`src/rtl/mmio_uart_responder_if.sv`:
```
// CPU memory-bus signals seen by the IO responder, plus its registered read-back path.
// The master side is the CPU, the slave side is mmio_uart_responder.
interface mmio_uart_responder_if;
   logic [31:0] mem_addr;
   logic        mem_rstrb;
   logic [31:0] mem_wdata;
   logic [3:0]  mem_wmask;
   logic        io_sel_q;
   logic [31:0] io_rdata;

   modport master (
      output mem_addr, mem_rstrb, mem_wdata, mem_wmask,
      input  io_sel_q, io_rdata
   );

   modport slave (
      input  mem_addr, mem_rstrb, mem_wdata, mem_wmask,
      output io_sel_q, io_rdata
   );
endinterface

```
`src/rtl/mmio_uart_responder.sv`:
```
// IO-page responder: LED register, FIFO-buffered 8N1 UART transmitter, UART status
// and a free-running cycle counter, all behind one word-indexed register page.
module mmio_uart_responder #(
   parameter int IO_BIT       = 22,
   parameter int CLKS_PER_BIT = 104,
   parameter int FIFO_DEPTH   = 8
) (
   input  logic                    CLK,
   input  logic                    RESET,
   mmio_uart_responder_if.slave    bus,
   output logic [3:0]              LEDS,
   output logic                    TXD
);

   localparam int PTR_W  = $clog2(FIFO_DEPTH);
   localparam int CNT_W  = PTR_W + 1;
   localparam int BAUD_W = $clog2(CLKS_PER_BIT);

   localparam logic [CNT_W-1:0]  DEPTH_C     = CNT_W'(FIFO_DEPTH);
   localparam logic [BAUD_W-1:0] BAUD_LAST_C = BAUD_W'(CLKS_PER_BIT - 1);
   localparam logic [3:0]        REG_LEDS    = 4'd0;
   localparam logic [3:0]        REG_DATA    = 4'd1;
   localparam logic [3:0]        REG_STATUS  = 4'd2;
   localparam logic [3:0]        REG_CYCLES  = 4'd3;

   typedef enum logic [1:0] {ST_IDLE, ST_START, ST_DATA, ST_STOP} tx_state_t;

   logic             sel_s, rd_s, wr_s, data_wr_s, full_s, busy_s, push_s, pop_s;
   logic             baud_done_s, unused_ok_s;
   logic [3:0]       reg_idx_s;
   logic [31:0]      status_s, rd_val_s;

   logic [31:0]      io_rdata_r, cycles_r;
   logic             io_sel_r, overflow_r, txd_r;
   logic [3:0]       leds_r;
   logic [7:0]       fifo_mem_r [FIFO_DEPTH];
   logic [PTR_W-1:0] wr_ptr_r, rd_ptr_r;
   logic [CNT_W-1:0] count_r;

   tx_state_t        state_r, state_nxt_s;
   logic [BAUD_W-1:0] baud_r, baud_nxt_s;
   logic [2:0]       bit_r, bit_nxt_s;
   logic [7:0]       shift_r, shift_nxt_s;
   logic             txd_nxt_s;

   assign unused_ok_s = &{1'b0, bus.mem_addr, bus.mem_wdata};

   // Address decode, FIFO push qualification and read-data selection.
   always_comb begin
      sel_s     = bus.mem_addr[IO_BIT];
      reg_idx_s = bus.mem_addr[5:2];
      rd_s      = sel_s & bus.mem_rstrb;
      wr_s      = sel_s & (bus.mem_wmask != 4'b0000);
      data_wr_s = wr_s & bus.mem_wmask[0] & (reg_idx_s == REG_DATA);
      full_s    = (count_r == DEPTH_C);
      push_s    = data_wr_s & ~full_s;
      busy_s    = (state_r != ST_IDLE) | (count_r != '0);
      status_s  = {16'h0000, 8'(count_r), 5'b00000, overflow_r, full_s, busy_s};
      case (reg_idx_s)
         REG_LEDS:   rd_val_s = {28'h0000000, leds_r};
         REG_DATA:   rd_val_s = 32'h0000_0000;
         REG_STATUS: rd_val_s = status_s;
         REG_CYCLES: rd_val_s = cycles_r;
         default:    rd_val_s = 32'h0000_0000;
      endcase
   end

   // Bus-visible registers: read data, rdata mux select, LEDs, sticky overflow, cycle counter.
   always_ff @(posedge CLK) begin
      if (RESET) begin
         io_rdata_r <= 32'h0000_0000;
         io_sel_r   <= 1'b0;
         leds_r     <= 4'h0;
         overflow_r <= 1'b0;
         cycles_r   <= 32'h0000_0000;
      end else begin
         io_sel_r <= rd_s;
         cycles_r <= cycles_r + 32'd1;
         if (rd_s) begin
            io_rdata_r <= rd_val_s;
         end
         if (wr_s && bus.mem_wmask[0] && (reg_idx_s == REG_LEDS)) begin
            leds_r <= bus.mem_wdata[3:0];
         end
         // A dropped write on the same edge as a STATUS read leaves overflow set.
         if (data_wr_s && full_s) begin
            overflow_r <= 1'b1;
         end else if (rd_s && (reg_idx_s == REG_STATUS)) begin
            overflow_r <= 1'b0;
         end
      end
   end

   // FIFO storage; contents are don't-care while the count says empty, so no reset.
   always_ff @(posedge CLK) begin
      if (push_s) begin
         fifo_mem_r[wr_ptr_r] <= bus.mem_wdata[7:0];
      end
   end

   // FIFO pointers and occupancy.
   always_ff @(posedge CLK) begin
      if (RESET) begin
         wr_ptr_r <= '0;
         rd_ptr_r <= '0;
         count_r  <= '0;
      end else begin
         if (push_s) begin
            wr_ptr_r <= wr_ptr_r + PTR_W'(1);
         end
         if (pop_s) begin
            rd_ptr_r <= rd_ptr_r + PTR_W'(1);
         end
         case ({push_s, pop_s})
            2'b10:   count_r <= count_r + CNT_W'(1);
            2'b01:   count_r <= count_r - CNT_W'(1);
            default: count_r <= count_r;
         endcase
      end
   end

   // Transmitter next-state: baud counter restarts on every state or bit change.
   always_comb begin
      state_nxt_s = state_r;
      baud_nxt_s  = baud_r;
      bit_nxt_s   = bit_r;
      shift_nxt_s = shift_r;
      txd_nxt_s   = txd_r;
      pop_s       = 1'b0;
      baud_done_s = (baud_r == BAUD_LAST_C);
      case (state_r)
         ST_IDLE: begin
            if (count_r != '0) begin
               pop_s       = 1'b1;
               shift_nxt_s = fifo_mem_r[rd_ptr_r];
               txd_nxt_s   = 1'b0;
               baud_nxt_s  = '0;
               state_nxt_s = ST_START;
            end else begin
               txd_nxt_s = 1'b1;
            end
         end
         ST_START: begin
            if (baud_done_s) begin
               baud_nxt_s  = '0;
               bit_nxt_s   = 3'd0;
               txd_nxt_s   = shift_r[0];
               state_nxt_s = ST_DATA;
            end else begin
               baud_nxt_s = baud_r + BAUD_W'(1);
            end
         end
         ST_DATA: begin
            if (baud_done_s) begin
               baud_nxt_s = '0;
               if (bit_r == 3'd7) begin
                  txd_nxt_s   = 1'b1;
                  state_nxt_s = ST_STOP;
               end else begin
                  bit_nxt_s   = bit_r + 3'd1;
                  shift_nxt_s = {1'b0, shift_r[7:1]};
                  txd_nxt_s   = shift_r[1];
               end
            end else begin
               baud_nxt_s = baud_r + BAUD_W'(1);
            end
         end
         ST_STOP: begin
            if (baud_done_s) begin
               baud_nxt_s  = '0;
               txd_nxt_s   = 1'b1;
               state_nxt_s = ST_IDLE;
            end else begin
               baud_nxt_s = baud_r + BAUD_W'(1);
            end
         end
         default: begin
            baud_nxt_s  = '0;
            txd_nxt_s   = 1'b1;
            state_nxt_s = ST_IDLE;
         end
      endcase
   end

   // Transmitter state register; reset abandons any frame in flight.
   always_ff @(posedge CLK) begin
      if (RESET) begin
         state_r <= ST_IDLE;
         baud_r  <= '0;
         bit_r   <= 3'd0;
         shift_r <= 8'h00;
         txd_r   <= 1'b1;
      end else begin
         state_r <= state_nxt_s;
         baud_r  <= baud_nxt_s;
         bit_r   <= bit_nxt_s;
         shift_r <= shift_nxt_s;
         txd_r   <= txd_nxt_s;
      end
   end

   assign bus.io_rdata = io_rdata_r;
   assign bus.io_sel_q = io_sel_r;
   assign LEDS         = leds_r;
   assign TXD          = txd_r;

endmodule
```
`src/flat_wrapper.sv`:
```
// flat-port wrapper written by rule: the top's interface ports become plain ports
module mmio_uart_responder_flat 
#(
   parameter int IO_BIT       = 22,
   parameter int CLKS_PER_BIT = 104,
   parameter int FIFO_DEPTH   = 8
)
  (CLK, RESET, LEDS, TXD, bus_mem_addr, bus_mem_rstrb, bus_mem_wdata, bus_mem_wmask, bus_io_sel_q, bus_io_rdata);
  mmio_uart_responder_if bus_i ();
  input  logic CLK;
  input  logic RESET;
  output logic [3:0] LEDS;
  output logic TXD;
  input wire logic [$bits(bus_i.mem_addr)-1:0] bus_mem_addr;
  input wire logic [$bits(bus_i.mem_rstrb)-1:0] bus_mem_rstrb;
  input wire logic [$bits(bus_i.mem_wdata)-1:0] bus_mem_wdata;
  input wire logic [$bits(bus_i.mem_wmask)-1:0] bus_mem_wmask;
  output wire logic [$bits(bus_i.io_sel_q)-1:0] bus_io_sel_q;
  output wire logic [$bits(bus_i.io_rdata)-1:0] bus_io_rdata;
  assign bus_i.mem_addr = bus_mem_addr;
  assign bus_i.mem_rstrb = bus_mem_rstrb;
  assign bus_i.mem_wdata = bus_mem_wdata;
  assign bus_i.mem_wmask = bus_mem_wmask;
  assign bus_io_sel_q = bus_i.io_sel_q;
  assign bus_io_rdata = bus_i.io_rdata;
  mmio_uart_responder #(.IO_BIT(IO_BIT), .CLKS_PER_BIT(CLKS_PER_BIT), .FIFO_DEPTH(FIFO_DEPTH)) u_core (.CLK(CLK), .RESET(RESET), .bus(bus_i), .LEDS(LEDS), .TXD(TXD));
endmodule
```
`config.mk`:
```
export PLATFORM = sky130hd
export DESIGN_NAME = mmio_uart_responder_flat
export DESIGN_NICKNAME = d
export VERILOG_FILES = /design/src/rtl/mmio_uart_responder_if.sv /design/src/rtl/mmio_uart_responder.sv /design/src/flat_wrapper.sv
export SDC_FILE = /design/constraint.sdc
export NUM_CORES = 1
export LEC_CHECK = 0
export ABC_AREA = 1
export ABC_CLOCK_PERIOD_IN_PS = 5080
export CAP_MARGIN = 30
export CORE_MARGIN = 5
export CORE_UTILIZATION = 33
export CTS_CLUSTER_SIZE = 8
export DETAILED_ROUTE_END_ITERATION = 6
export MAX_ROUTING_LAYER = met4
export PLACE_DENSITY_LB_ADDON = 0.15
export SLEW_MARGIN = 20
export SYNTH_ARGS = -nofsm -noshare
export SYNTH_HDL_FRONTEND = slang
export SYNTH_SLANG_ARGS = --single-unit
```
`constraint.sdc`:
```
create_clock -name CLK -period 5.08 [get_ports CLK]
set_clock_uncertainty 0.05 [all_clocks]
set_input_delay 1.524 -clock CLK [delete_from_list [all_inputs] [get_ports CLK]]
set_output_delay 1.524 -clock CLK [all_outputs]
set_load 0.02 [all_outputs]
```
==> results of run 1 <==
-- cell families after synthesis --
| kind of cell | count (synthesis) | synth area share, % |
|---|---|---|
| compound gates | 140 | 9.78 |
| xor+xnor | 8 | 0.938 |
| fa+ha+maj | 14 | 2.34 |
| buf+inv | 107 | 5.81 |
| flops | 168 | 53.6 |
| mux | 1 | 0.134 |
| simple gates | 457 | 27.4 |
-- synth_stat cells, types with 2 or more instances --
cell	n	area share, %
nor2_4	4	0.60
nand3b_1	8	0.80
nor3_2	3	0.40
nor2_2	3	0.25
nor3_4	2	0.44
xor2_1	5	0.59
inv_1	69	3.5
nand3_1	68	4.6
nand3_2	3	0.40
o211ai_1	2	0.20
nand2_2	5	0.42
a21oi_1	78	5.2
o21ai_0	49	3.3
edfxtp_1	64	26
buf_4	2	0.20
nor3_1	22	1.5
o22ai_1	4	0.33
clkbuf_1	17	0.85
o21a_1	3	0.30
or2_1	2	0.17
nor2_1	92	4.6
dfxtp_1	104	28
nand4_1	9	0.75
nand2_1	230	12
inv_2	2	0.10
ha_1	14	2.3
xnor2_1	3	0.35
buf_2	13	0.87
nand2_4	2	0.30
-- placed cells by master (no fill, tap or decap), drive strengths merged, types with 17 or more instances in the layout --
cell             n
nor3            27
buf             17
a21oi           78
clkbuf          17
dfxtp          104
o21ai           50
nand3           72
clkdlybuf4s50   53
nand2          237
edfxtp          64
inv             79
nor2           100
-- report_power, final --
group	switching, mW	internal, mW	total [mW]
combinational	0.599	0.315	0.914
clock	0.602	0.656	1.26
sequential	0.0812	1.48	1.57
-- cell type report --
| class | instances | share of cell area (%) |
|---|---|---|
| clock inverters | 15 | 1.74 |
| clock buffers | 17 | 4.77 |
| repair buffers | 70 | 7.44 |
| flip-flops and latches | 168 | 44.9 |
| inverters | 73 | 3.09 |
| multi-input cells | 620 | 34.0 |
| well taps | 285 | 4.00 |
-- metal layers --
metal | global-route usage, % | up-vias
met4 | 4.18 | 0
met3 | 3.23 | 15
met1 | 19.8 | 2652
met5 | - | -
met2 | 22.5 | 86
li1 | - | 3080
-- per-stage QoR --
step	hold WS, ns	util, %
finish	0.414	39.6
global route	0.438	39.6
CTS	0.417	39.6
detailed placement	0.406	37.0
global placement	0.404	37.0
floorplan	0.383	-
-- flip-flops by register name, summed over array words and instances (netlist names), 2 cells and up, named ones only --
signal / flops
u_core.state_r: 2
u_core.cycles_r: 32
u_core.wr_ptr_r: 3
u_core.rd_ptr_r: 3
u_core.shift_r: 8
u_core.LEDS: 4
u_core.baud_r: 7
u_core.count_r: 4
u_core.bus.io_rdata: 32
u_core.bit_r: 3
u_core.fifo_mem_r: 64
-- worst max-delay path: cells and delay by family --
kind / cells / cell delay [ns]
AND/OR/NAND/NOR: 5 / 0.65
XOR/XNOR: 1 / 0.12
buffers and inverters: 3 / 0.67
AO/OA/AOI/OAI: 2 / 0.18
adder cells (fa/ha/maj): 2 / 0.43
-- how the worst max path moves through the flow --
stage / endpoint / cells after the start
floorplan: u_core.fifo_mem_r[0][0]$_DFFE_PP_ / 6
global placement: u_core.count_r[2]$_SDFFE_PP0P_ / 14
detailed placement: u_core.count_r[2]$_SDFFE_PP0P_ / 14
CTS: u_core.count_r[2]$_SDFFE_PP0P_ / 14
global route: u_core.count_r[2]$_SDFFE_PP0P_ / 14
finish: u_core.count_r[2]$_SDFFE_PP0P_ / 13
==> summary.md, run 1 <==
| Metric | Value |
|---|---|
| Req. time, crit path | ~5.3 ns |
| # H-tree levels | 4 |
| Total congestion overflow | 0 |
| Final std cells w/o fill | 1248 |
| Final period utilization | between 60% and 70% |
| Max Fclk | 0.302 GHz |
| ANT cells | 0 |
| Reg-to-Reg Start | u_core.state_r[0]$_SDFFE_PP0P_ |
| # rows | 55 |
| RD Place Congestion | roughly 0.8 |
| CP cell instances | clkdlybuf4s50_1 -> nand4_1 -> nor2_2 -> nand2_2 -> ha_1 -> nand2_1 -> inv_1 -> nor2_1 -> ha_1 -> a21oi_1 -> xnor2_1 -> o21ai_0 -> inv_1 |
| Core area | 22500 um^2 |
| Number of port buffers | between 50 and 60 |
| CTS tree | done |
| Met2 wire len | 7960 um |
| Root Buffer | clkbuf_16 |
| Metal-1 WL | about 9000 um |
| RSZ-0062 raised after global routing | false |
| Peak VDD IR | 0.000270 V |
| CTS Sinks | roughly 170 |
| Sink of the worst hold path | u_core.shift_r[6]$_SDFFE_PP0P_ |
| Dpl ws | about 1.3 ns |
| Via/cell ratio | ~4.7 |
| Multi-input combinational cell area | about 3000 um^2 |
| Final setup margin | around 1.8 ns |
| Synth Warn # | 0 |
| Critical Path AT | 3.58 ns |
| Area grow syn2layout | 19.3% |
| Setup TNS | 0 ns |
| Setup slack, reg-to-reg | 2.82 ns |
| FF+latch count, synth | roughly 170 |
| Slew Viols, Final | 0 |
| DIE WIDTH | roughly 160 um |
| Wire length per cell | 14.3 um |
| Largest fanout on the critical path | 8 |
| Outcome | finished clean |
| Clock buffer count from CTS | 17 |
| Synth Flop Type | dfxtp_1 |
| HP Class | reg -> reg |
| Worst-Margin Slew | between 0.8 and 0.9 ns |
| Pwr Density | between 400 and 500 nW/um^2 |
| NumNets Final | 1035 |
| Drt first pass iters | 5 |
| Met3 Routed Length | 681 um |
| Post-Layout Inst Area | a little under 9000 um^2 |
| # setup viols final | 0 |
| Net Count, Synth | between 900 and 1000 |
| Count of cell types in the netlist | 42 |
| Final min period | roughly 3.3 ns |
| First-pass GRT wire length | 29700 um |
| Starting DRT DRC Count | roughly 330 |
| Leak | 3.27 nW |
| Hold buffer count at CTS | 0 |
| DR vias | roughly 5800 |
| Post_cts resized | 0 |
| Critical path's slowest cell | clkdlybuf4s50_1 |
| Largest net degree at the start of global routing | 53 |
| Die ar. | approximately 26000 um^2 |
| Avg Cell Area, Syn | 8.35 um^2 |
| DPL Wire Length | around 12000 um |
| Starting Density | between 30% and 40% |
| Placed cell count | 1216 |
| Kind of critical path | in -> reg |
| Worst reg-to-reg path cell count | 7 |
| Worst hold start | u_core.shift_r[6]$_SDFFE_PP0P_ |
| Clock-pin slew on the worst setup and hold paths | 0.07 ns |
| Post-CTS Setup Bufs | 0 |
| Gate Count Post-Synth | approximately 900 |
| Placed cell area | ~8300 um^2 |
| DRC Markers | 0 |
| Number of antenna violations at the first check in global routing | 0 |
| Slew HR | between 40% and 50% |
| FILL cells | between 2000 and 2500 |
| EDFF count, synth | 64 |
| Layout cells sized above 1 | about 8% |
| MaxCap Viol Count | 0 |
| Final wirelength | 17800 um |
| CTS max path bufs | 2 |
| Post-route ant nets | 0 |
| Number of top-level pins | 109 |
| Startpoint Class | input port |
| Overall Global Routing Usage | about 15% |
| Vias in the first global route | between 5000 and 6000 |
| Overall power | 3.74 mW |
| Die height | between 150 and 200 um |
| CP Capture Type | register |
| Top Layer Used | met4 |
| CP startpoint | bus_mem_addr[2] |
| Worst r2r dst | u_core.shift_r[5]$_SDFFE_PP0P_ |
| Fin. Hold Viols | 0 |
| Synth Cell Area | between 7000 and 8000 um^2 |
| Async S/R FF share, synth | 0% |
| Seq/Total Area, Yosys | between 50 and 60% |
| Clk_lat worst skew | roughly 0.43 ns |
| Hold path depth | 2 |
| Register area | approximately 4000 um^2 |
| Critical Path Max Stage Delay | 0.57 ns |
(Power assumes the default switching activity.)
==> run 2: changes to the inputs <==
- ABC_CLOCK_PERIOD_IN_PS: 5080 -> 2900
- clock period: 5.08 -> 2.9 ns (I/O delays scaled with it)
==> summary.md, run 2 (synthesis results as in run 1) <==
| Metric | Value |
|---|---|
| Outcome | finished clean |
| Largest net degree at the start of global routing | 49 (-7.5%) |
| Leak | 3.37 nW (+3.0%) |
| Setup TNS | 0 ns (unchanged) |
| Multi-input combinational cell area | 3040 um^2 (unchanged) |
| Layout cells sized above 1 | 9.59% (+1.6 points) |
| Clock buffer count from CTS | 17 (unchanged) |
| Critical path's slowest cell | clkdlybuf4s50_1 |
| Pwr Density | 737 nW/um^2 (+76%) |
| Slew HR | 53.1% (+9.3 points) |
| FILL cells | 2288 (+2.5%) |
| Starting Density | 33.2% (unchanged) |
| Slew Viols, Final | 0 (unchanged) |
| Worst reg-to-reg path cell count | 13 (+6) |
| Largest reg by FF count | u_core.fifo_mem_r |
| Startpoint Class | input port |
| Final wirelength | 17800 um (-0.11%) |
| Commonest non-fill, non-tap cell in the layout | nand2_1 |
| Final core occ | 40.3% (+0.70 points) |
| CP cell instances | clkdlybuf4s50_1 -> nor2_1 -> inv_1 -> nor2_2 -> nand2_2 -> buf_4 -> inv_1 -> nand2_1 -> nor3_1 -> buf_4 |
| RD Place Congestion | 0.791 (-1.7%) |
| Post_cts resized | 0 (unchanged) |
| Max Fclk | 0.391 GHz |
| MaxCap Viol Count | 0 (unchanged) |
| Critical Path AT | 2.64 ns (-0.94 ns) |
| CTS max path bufs | 2 (unchanged) |
| NumNets Final | 1052 (+1.6%) |
| DPL Wire Length | 12400 um (+1.6%) |
| Die height | 160 um (unchanged) |
| Root Buffer | clkbuf_16 |
| Kind of critical path | in -> reg |
| CTS Sinks | 168 (unchanged) |
| Critical Path Max Stage Delay | 0.39 ns (-0.18 ns) |
| Req. time, crit path | 2.99 ns (-2.35 ns) |
| Number of top-level pins | 109 (unchanged) |
| DR vias | 5921 (+1.5%) |
| DIE WIDTH | 160 um (unchanged) |
| Total congestion overflow | 0 (unchanged) |
| ANT cells | 0 (unchanged) |
| Worst r2r dst | u_core.count_r[2]$_SDFFE_PP0P_ |
| Core area | 22500 um^2 (unchanged) |
| Wire length per cell | 14.1 um (-1.5%) |
| Number of flip-flops in the largest register | 64 (unchanged) |
| Largest fanout on the critical path | 4 (-4) |
| DRC Markers | 0 (unchanged) |
| HP Class | reg -> reg |
| # rows | 55 (unchanged) |
| CP startpoint | bus_mem_addr[5] |
| Post-CTS Setup Bufs | 0 (unchanged) |
| Final period utilization | between 80 and 90% |
| Dpl ws | -0.134 ns (-1.47 ns) |
| First-pass GRT wire length | 29500 um (-0.76%) |
| Die ar. | 25800 um^2 (unchanged) |
| Peak VDD IR | 0.000407 V (+51%) |
| Hold buffer count at CTS | 0 (unchanged) |
| Setup crit end | u_core.fifo_mem_r[5][0]$_DFFE_PP_ |
| CP Capture Type | register |
| Drt first pass iters | 4 (-1) |
| Fin. Hold Viols | 0 (unchanged) |
| CTS tree | done |
| Post-route ant nets | 0 (unchanged) |
| Vias in the first global route | 5715 (-1.0%) |
| Number of antenna violations at the first check in global routing | 0 (unchanged) |
| Register area | 4000 um^2 (unchanged) |
| Final min period | 2.56 ns |
| # H-tree levels | 4 (unchanged) |
| Clock-pin slew on the worst setup and hold paths | 0.07 ns (about the same) |
| Most frequent cells in the layout | 230 x nand2_1, 104 x dfxtp_1, 92 x nor2_1, 78 x a21oi_1, 69 x inv_1 |
| Via/cell ratio | 4.68 (+0.14%) |
| Post-Layout Inst Area | 9070 um^2 (+1.8%) |
| Area grow syn2layout | 21.4% |
| RSZ-0062 raised after global routing | false |
| # setup viols final | 0 (unchanged) |
| Final setup margin | 0.344 ns (-1.42 ns) |
| Worst-Margin Slew | 0.703 ns (-0.139 ns) |
| Setup slack, reg-to-reg | 0.75 ns (-2.07 ns) |
| Starting DRT DRC Count | 338 (+1.5%) |
| Placed cell area | 8470 um^2 (+1.7%) |
| Number of port buffers | 54 (unchanged) |
| Overall Global Routing Usage | 14.6% (-0.15 points) |
| Reg-to-Reg Start | u_core.count_r[0]$_SDFFE_PP0P_ |
| Clk_lat worst skew | 0.43 ns (about the same) |
run 2: critical path: cells and delay by family:
kind / cells / cell delay, ns
buffers and inverters: 5 / 0.90
and+or+nand+nor: 5 / 0.87
run 2: per-layer routing:
layer / up-vias / part of all wire, % / track usage (%) / wire length (um)
li1: 3124 / - / - / -
met4: 0 / 0.62 / 3.64 / 110
met2: 80 / 45 / 22.1 / 8010
met3: 7 / 2.9 / 2.93 / 522
met5: - / 0 / - / 0
met1: 2710 / 51 / 20.0 / 9160
run 2: per-stage QoR:
stage / hold WS (ns) / total power [mW] / std cells
floorplan: 0.383 / 3.99 / 895
global placement: 0.403 / 4.44 / 1232
detailed placement: 0.405 / 4.46 / 1233
CTS: 0.415 / 6.78 / 1265
global route: 0.436 / 7.13 / 1265
finish: 0.407 / 6.69 / 1265
run 2: worst min-delay path by stage:
stage	startpoint	endpoint	cells past startpoint
2_1_floorplan	u_core.rd_ptr_r[2]$_SDFFE_PP0P_	register	2
3_3_place_gp	u_core.LEDS[1]$_SDFFE_PP0P_	u_core.LEDS[1]$_SDFFE_PP0P_	2
3_5_place_dp	u_core.rd_ptr_r[2]$_SDFFE_PP0P_	u_core.rd_ptr_r[2]$_SDFFE_PP0P_	2
4_1_cts	u_core.rd_ptr_r[2]$_SDFFE_PP0P_	u_core.rd_ptr_r[2]$_SDFFE_PP0P_	2
5_1_grt	u_core.shift_r[6]$_SDFFE_PP0P_	u_core.shift_r[6]$_SDFFE_PP0P_	2
6_report	u_core.rd_ptr_r[2]$_SDFFE_PP0P_	register	2
run 2: power by group:
part           internal, mW  switching [mW]  total [mW]
clock network          1.24            1.06        2.30
logic                 0.593            1.09        1.69
registers              2.60          0.0999        2.70
run 2: final cells by class:
type / count / share of cell area, %
Sequential cell: 168 / 44.1
Timing Repair Buffer: 87 / 8.85
Tap cell: 285 / 3.93
Inverter: 73 / 3.03
Clock inverter: 15 / 1.90
Clock buffer: 17 / 4.69
Multi-Input combinational cell: 620 / 33.5
